### src/rtl/prog_interval_timer.sv
// Programmable interval timer: a free-running prescaler produces base ticks,
// and a loadable down-counter of base ticks produces one-shot or periodic
// timeout pulses. Freezes while enable is low; stop aborts, start retriggers.
module prog_interval_timer #(
  parameter int PRESCALE = 5000000,
  parameter int CNT_W    = 8
) (
  input  logic             clk,
  input  logic             rst,
  input  logic             enable,
  input  logic             start,
  input  logic             stop,
  input  logic             periodic,
  input  logic [CNT_W-1:0] load_val,
  output logic             base_tick,
  output logic             timeout,
  output logic             busy,
  output logic [CNT_W-1:0] remaining
);

  // Prescaler just wide enough to hold PRESCALE-1; it never counts past that.
  localparam int PS_W = (PRESCALE > 1) ? $clog2(PRESCALE) : 1;
  localparam logic [PS_W-1:0] PS_LAST = PS_W'(PRESCALE - 1);

  typedef enum logic [1:0] {
    IDLE  = 2'd0,
    RUN   = 2'd1,
    PAUSE = 2'd2
  } state_t;

  state_t           state_reg, state_next;
  logic [PS_W-1:0]  prescale_reg, prescale_next;
  logic [CNT_W-1:0] remaining_reg, remaining_next;
  logic [CNT_W-1:0] load_reg, load_next;
  logic             periodic_reg, periodic_next;
  logic             base_tick_reg, base_tick_next;
  logic             timeout_reg, timeout_next;

  // A start with a zero count is treated as if it never happened.
  logic start_ok;
  assign start_ok = start && (load_val != '0);

  // State and datapath registers; reset clears everything immediately.
  always_ff @(posedge clk or negedge rst) begin
    if (!rst) begin
      state_reg     <= IDLE;
      prescale_reg  <= '0;
      remaining_reg <= '0;
      load_reg      <= '0;
      periodic_reg  <= 1'b0;
      base_tick_reg <= 1'b0;
      timeout_reg   <= 1'b0;
    end else begin
      state_reg     <= state_next;
      prescale_reg  <= prescale_next;
      remaining_reg <= remaining_next;
      load_reg      <= load_next;
      periodic_reg  <= periodic_next;
      base_tick_reg <= base_tick_next;
      timeout_reg   <= timeout_next;
    end
  end

  // Next-state logic: stop beats start, start beats the interval end.
  // Any cycle with enable high advances time, including the cycle that
  // leaves PAUSE, so every paused cycle costs exactly one cycle of delay.
  always_comb begin
    state_next     = state_reg;
    prescale_next  = prescale_reg;
    remaining_next = remaining_reg;
    load_next      = load_reg;
    periodic_next  = periodic_reg;
    base_tick_next = 1'b0;
    timeout_next   = 1'b0;

    if (stop) begin
      // In IDLE a stop (even alongside start) simply keeps the block idle.
      if (state_reg != IDLE) begin
        state_next     = IDLE;
        prescale_next  = '0;
        remaining_next = '0;
      end
    end else if (start_ok) begin
      load_next      = load_val;
      periodic_next  = periodic;
      prescale_next  = '0;
      remaining_next = load_val;
      state_next     = enable ? RUN : PAUSE;
    end else if (state_reg != IDLE) begin
      if (!enable) begin
        state_next = PAUSE;
      end else begin
        state_next = RUN;
        if (prescale_reg == PS_LAST) begin
          prescale_next  = '0;
          base_tick_next = 1'b1;
          if (remaining_reg == CNT_W'(1)) begin
            timeout_next = 1'b1;
            if (periodic_reg) begin
              remaining_next = load_reg;
            end else begin
              remaining_next = '0;
              state_next     = IDLE;
            end
          end else begin
            remaining_next = remaining_reg - CNT_W'(1);
          end
        end else begin
          prescale_next = prescale_reg + PS_W'(1);
        end
      end
    end
  end

  assign base_tick = base_tick_reg;
  assign timeout   = timeout_reg;
  assign busy      = (state_reg != IDLE);
  assign remaining = remaining_reg;

endmodule

### config.mk
export PLATFORM = sky130hd
export DESIGN_NAME = prog_interval_timer
export DESIGN_NICKNAME = d
export VERILOG_FILES = /design/src/rtl/prog_interval_timer.sv
export SDC_FILE = /design/constraint.sdc
export NUM_CORES = 1
export LEC_CHECK = 0
export ABC_CLOCK_PERIOD_IN_PS = 4500
export CAP_MARGIN = 30
export CORE_MARGIN = 2
export CORE_UTILIZATION = 50
export CTS_CLUSTER_DIAMETER = 30
export DETAILED_ROUTE_END_ITERATION = 16
export GPL_TIMING_DRIVEN = 0
export HOLD_SLACK_MARGIN = 0.15
export PLACE_DENSITY = 0.71
export SLEW_MARGIN = 20
export SYNTH_ARGS = -nofsm -noshare
export SYNTH_HDL_FRONTEND = slang
export SYNTH_SLANG_ARGS = --single-unit
export TNS_END_PERCENT = 100
### constraint.sdc
create_clock -name clk -period 4.5 [get_ports clk]
set_input_delay 0.9 -clock clk [delete_from_list [all_inputs] [get_ports clk]]
set_output_delay 0.9 -clock clk [all_outputs]
set_load 0.02 [all_outputs]
Word-level counts from Yosys, hierarchy flattened
Index checks and enable logic that the tools add are counted.
Widths: inputs -> output; s select.
{ "word_totals": {"regBits": 44, "input_bits": 14, "output_inout_bits": 11, "wordCells": 57} }
{ "classes": {"n_addsub": 2, "n_eq_ne": 3, "muxes": 34, "bitwise_logic": 1, "reduce_logical": 10} }
{ "op_table": {"columns": ["cell", "count"], "rows": [
  ["$mux 23", 6],
  ["$mux 8", 8],
  ["$add 23x1->23 const B", 1],
  ["$eq 23x23->1 const B", 1],
  ["$mux 1", 14],
  ["$mux 2", 6],
  ["$eq 8x1->1 const B", 1],
  ["$reduce_bool 8->1", 1],
  ["$sub 8x1->8 const B", 1],
  ["$reduce_bool 3->1", 2],
  ["$reduce_and 2->1", 2],
  ["$reduce_and 4->1", 1],
  ["$reduce_bool 2->1", 2],
  ["$reduce_and 3->1", 1],
  ["$ne 2x1->1 const B", 1],
  ["$logic_and 1x1->1", 1],
  ["$not 1->1", 1]
]} }

Logic depth before layout (Yosys ltp)
{ "logic_depth": {"depth_word": 7, "depth_mapped": 8} }

Worst setup path before layout
No wires, ideal clock.
{ "synth_path": {"path_kind": "input-to-reg", "start": "input port stop", "end": "register remaining_reg[2] (netlist: remaining[2])", "setup_time_ps": 125, "arrival_time_ps": 2270, "required_ps": 4375, "setup_slack_ps": 2105, "path_stages": 7, "path_buffers": 2, "cell_sequence": "buf_2 > nor2b_4 > a21boi_1 > nor2_1 > a21oi_4 > buf_8 > mux2_4"} }
{ "synth_via": {"elab_chain_len": 2} }
{ "synth_lines": {"columns": ["item", "line", "text"], "rows": [
  ["start: declaration", "12", "input logic stop,"],
  ["$ne 2x1->1 (no line) / $reduce_bool 3->1 (equally long branches)", null, null],
  ["$reduce_and 4->1 (no line)", null, null],
  ["end signal: assignment", "56", "remaining_reg <= remaining_next;"],
  ["end: declaration", "33", "logic [CNT_W-1:0] remaining_reg, remaining_next;"]
]} }
Several ways; a longest one is shown, not always the timed one.
A chain may end at the register's enable or synchronous reset.

Worst setup path in the final report
{ "layout_path": {"start": "input port start", "end": "register remaining_reg[4] (netlist: remaining[4])"} }
{ "layout_via": {"elab_chain_len": 3} }
{ "layout_lines": {"columns": ["item", "line", "text"], "rows": [
  ["start: declaration", "11", "input logic start,"],
  ["$logic_and 1x1->1 *", "41", "assign start_ok = start && (load_val != '0);"],
  ["$reduce_bool 3->1 (no line) (tied with other cells)", null, null],
  ["$reduce_and 4->1 (no line) / $mux 8 (equally long branches)", null, null]
]} }
Mark *: on every way between the ends. The rest lies on a longest branch, timed or not.

==> results.txt <==
The flow ran to the end, and the final reports show no timing, DRC or antenna violations. The share of async-settable or async-resettable flops after synthesis came out at 1.00. Data on the critical path is required at its endpoint by 4.68 ns. The final-report max-slew violation count came out at 0. The standby leakage power is about 1.2 nW. Among all stages on the critical path, the largest delay is contributed by sky130_fd_sc_hd__a21boi_1.

The clock transition at the registers of the reported paths came out at ~0.08 ns. The combinational cell fraction of total power is 0.302. The number of vias per cell after detailed routing is 5.89. The final setup slack of the worst path is roughly 1.6 ns. The H-tree generated during clock tree synthesis spans 2 levels. The minimum clock period after layout came out at between 2 and 3 ns. Synthesis produced a netlist whose cell count is approximately 270. The combined area of the multi-input logic cells is approximately 0.0014 mm². After detailed routing, the average wire length per cell comes to ~16 µm. The wire length after detailed routing is ~6100 µm.

From left edge to right edge, the die measures about 76 µm. The share of the cycle needed by the critical path after routing came out at 0.643. From synthesis to final layout, the design area changed by 17.1%. Once layout is complete, the utilization of the core stands at 0.599. On the final layout, the worst hold slack is approximately 0.48 ns. The quantity of gates resized following cts is 0.

Leaving out fill and tap cells, the most frequent cell in the layout is sky130_fd_sc_hd__dfrtp_1. Among all flip-flop cells after synthesis, the most frequent one is sky130_fd_sc_hd__dfrtp_1. The actual slew at the worst max-slew pin came out at approximately 0.67 ns. The CTS tree is built. The region available for standard cell placement spans 0.00504 mm². The proportion of total power due to net switching is 0.316. Setup violations remaining at the end of the flow were counted as 0. The die is roughly 76 µm tall. The synthesized design contains 0 enable-type register cells. Excluding fillers, the count of instances in the completed layout stands at 368. The fill cell total of the finished layout is around 450. The full die area came out at between 0.005 and 0.006 mm². The wire-length estimate of the detail-placed layout is between 4000 and 5000 µm. The clock tree buffer depth came out at 2. The maximum net fanout on the critical path is 10.

The CTS sink count came out at 44. Timing analysis after detailed placement gives a worst setup slack of ~1.4 ns. The effective utilization at floorplan is 0.512. Summed over all nets, the switching power comes to 349 µW.

The number of buffers inserted by post-CTS setup repair is 0. After clock tree synthesis, the flow added hold-fix buffers numbering 0. Across the run, the number of max-cap violations was 0. Grouping stages by cell kind, the critical path spends the most delay in compound AO/OA/AOI/OAI gates. The register bit total from synthesis is 44. The post-place instance area came out at approximately 0.0029 mm². The worst setup skew after layout is between 0.007 and 0.008 ns. The DRC marker count from the first detailed-route iteration came out at around 190. The number of cells in the design after placement is 360.

The worst setup path is launched from an input pin. The synthesized net count is 283. The setup TNS came out at 0 ns. The first global-routing pass estimated around 10000 µm of wire. The net count reported at finish came out at around 310. The stage delay of the slowest cell on the critical path is 0.53 ns. In this run the mean area of a mapped cell was 9.70 µm². The length of the first detailed-routing pass in iterations came out at 5. Leaving out fill and tap cells, the most frequent cells in the layout are 44 x sky130_fd_sc_hd__dfrtp_1, 29 x sky130_fd_sc_hd__nand2_1, 27 x sky130_fd_sc_hd__nor2_1.

The share of power burned in registers is 0.431. The sum of buffers and inverters on the critical path is 2. For this run, the register share of the synthesized area comes to 0.427. The count of buffers from port buffering came out at 23. The initial antenna violation count is 0. The routability-driven placement congestion ratio is approximately 0.85. After synthesis the cells add up to around 0.0026 mm².

The detail route stage leaves a number of antenna-violating nets equal to 0. Power comes to around 1.1 mW. Entering global routing, the biggest net connects 29 pins.

The overall routing resource usage is 0.230. The upper clock frequency limit came out at 346 MHz. The internal portion of the total power is approximately 760 µW. For this design the ratio of total power to cell area is 366 mW/mm². The diode insertion count for antenna repair is 0. The latest clock arrival within the worst-skew pair is between 0.2 and 0.3 ns. The register cell area after layout is ~0.0011 mm². Setup repair after global routing left no endpoint under its margin. The worst-case IR drop observed on VDD is between 0.15 and 0.2 mV. For the worst setup path, the data arrival time is 3.07 ns.

The critical path is of the input pin to register type. The flip-flop count of the largest register, all copies and words added came out at 23. The clock network fraction of total power is 0.266. The via count came out at between 2000 and 2500.

The warning count from the yosys run came out at 0. Pin placement for this block handled 25 I/O pins. The remaining global-route overflow is 0.

After floorplanning, the core was divided into 26 placement rows. The path class of the lowest-slack min-delay path is register to register. The area of all placed cells without fillers is a little over 0.003 mm². Of the cells placed in the final design, the portion with a size suffix greater than 1 is 0.107. The number of global-route vias before repair was around 2000. Traced cell by cell, the critical path runs through clkdlybuf4s50_1 > nor2b_4 > a21boi_1 > nor2_1 > a21oi_4 > buf_8 > mux2_4. The TritonCTS buffer count is 5. CTS placed an instance of sky130_fd_sc_hd__clkbuf_8 at the clock tree root. The total count of hold-check failures in the final report is 0. The post-detailed-route DRC marker count came out at 0. STA classifies the critical path endpoint as a register. The worst slew margin relative to its limit came out at 0.543. The count of unique library cells instantiated by Yosys is 62.
## power by group through the flow
stage	clock, mW	sequential (mW)	combinational [mW]
3_5_place_dp	0	0.484	0.330
5_1_grt	0.316	0.483	0.369
3_3_place_gp	0	0.483	0.323
2_1_floorplan	0	0.505	0.185
6_report	0.294	0.476	0.334
4_1_cts	0.302	0.476	0.333
## cells by family (layout without fill, tap and decap cells)
logic type | after synthesis | after routing | share of synthesized area
and+or+nand+nor | 110 | 110 | 0.241
buffers and inverters | 20 | 52 | 0.0436
xor gates and xnor gates | 18 | 18 | 0.0611
muxes | 7 | 7 | 0.0315
adders and majority gates | 3 | 3 | 0.0146
AOI/OAI and AO/OA | 64 | 64 | 0.181
DFF | 44 | 44 | 0.427
## cell usage after synthesis (all sizes together), types with 3 or more instances
cell     count  area share
a2111oi      7       0.025
a211oi       3      0.0087
a21o         3      0.0087
a21oi       11       0.026
a221oi       3       0.010
a22o         6       0.020
and3         3      0.0073
buf          6       0.023
clkbuf       7       0.011
dfrtp       44        0.43
ha           3       0.015
inv          7       0.010
mux2         3       0.016
mux2i        4       0.016
nand2       29       0.042
nand3       13       0.025
nand4        3       0.016
nor2        28       0.042
nor3         3      0.0058
nor4         7       0.028
o21ai       14       0.027
o31ai        4       0.012
or2          3      0.0073
or3          3      0.0073
or4          3      0.0087
xnor2       13       0.044
xor2         5       0.017
## routing by layer
metal | wire length, µm | vias to the layer above | GRT usage
li1 | - | 1042 | -
met1 | 2940 | 1019 | 0.349
met2 | 2660 | 100 | 0.338
met3 | 408 | 7 | 0.0423
met4 | 57 | 0 | 0.0546
met5 | 0 | - | 0
## cell type report
type,count,area share
Sequential cell,44,0.365
Timing Repair Buffer,24,0.0812
Inverter,7,0.00870
Buffer,13,0.0286
Clock inverter,2,0.0116
Multi-Input combinational cell,202,0.452
Clock buffer,6,0.0240
Tap cell,70,0.0290
## worst paths after layout
path	to	cells past startpoint	from	slack, ns
max reg2reg	remaining[2]	8	remaining[1]	2.20
max in group asynchronous	load_reg[1]	2	rst	3.49
max	remaining[4]	7	start	1.61
min in group asynchronous	prescale_reg[13]	1	rst	0.52
min reg2reg	load_reg[3]	1	load_reg[3]	0.48
min	load_reg[3]	1	load_reg[3]	0.48
Power figures use the tool's default switching activity.
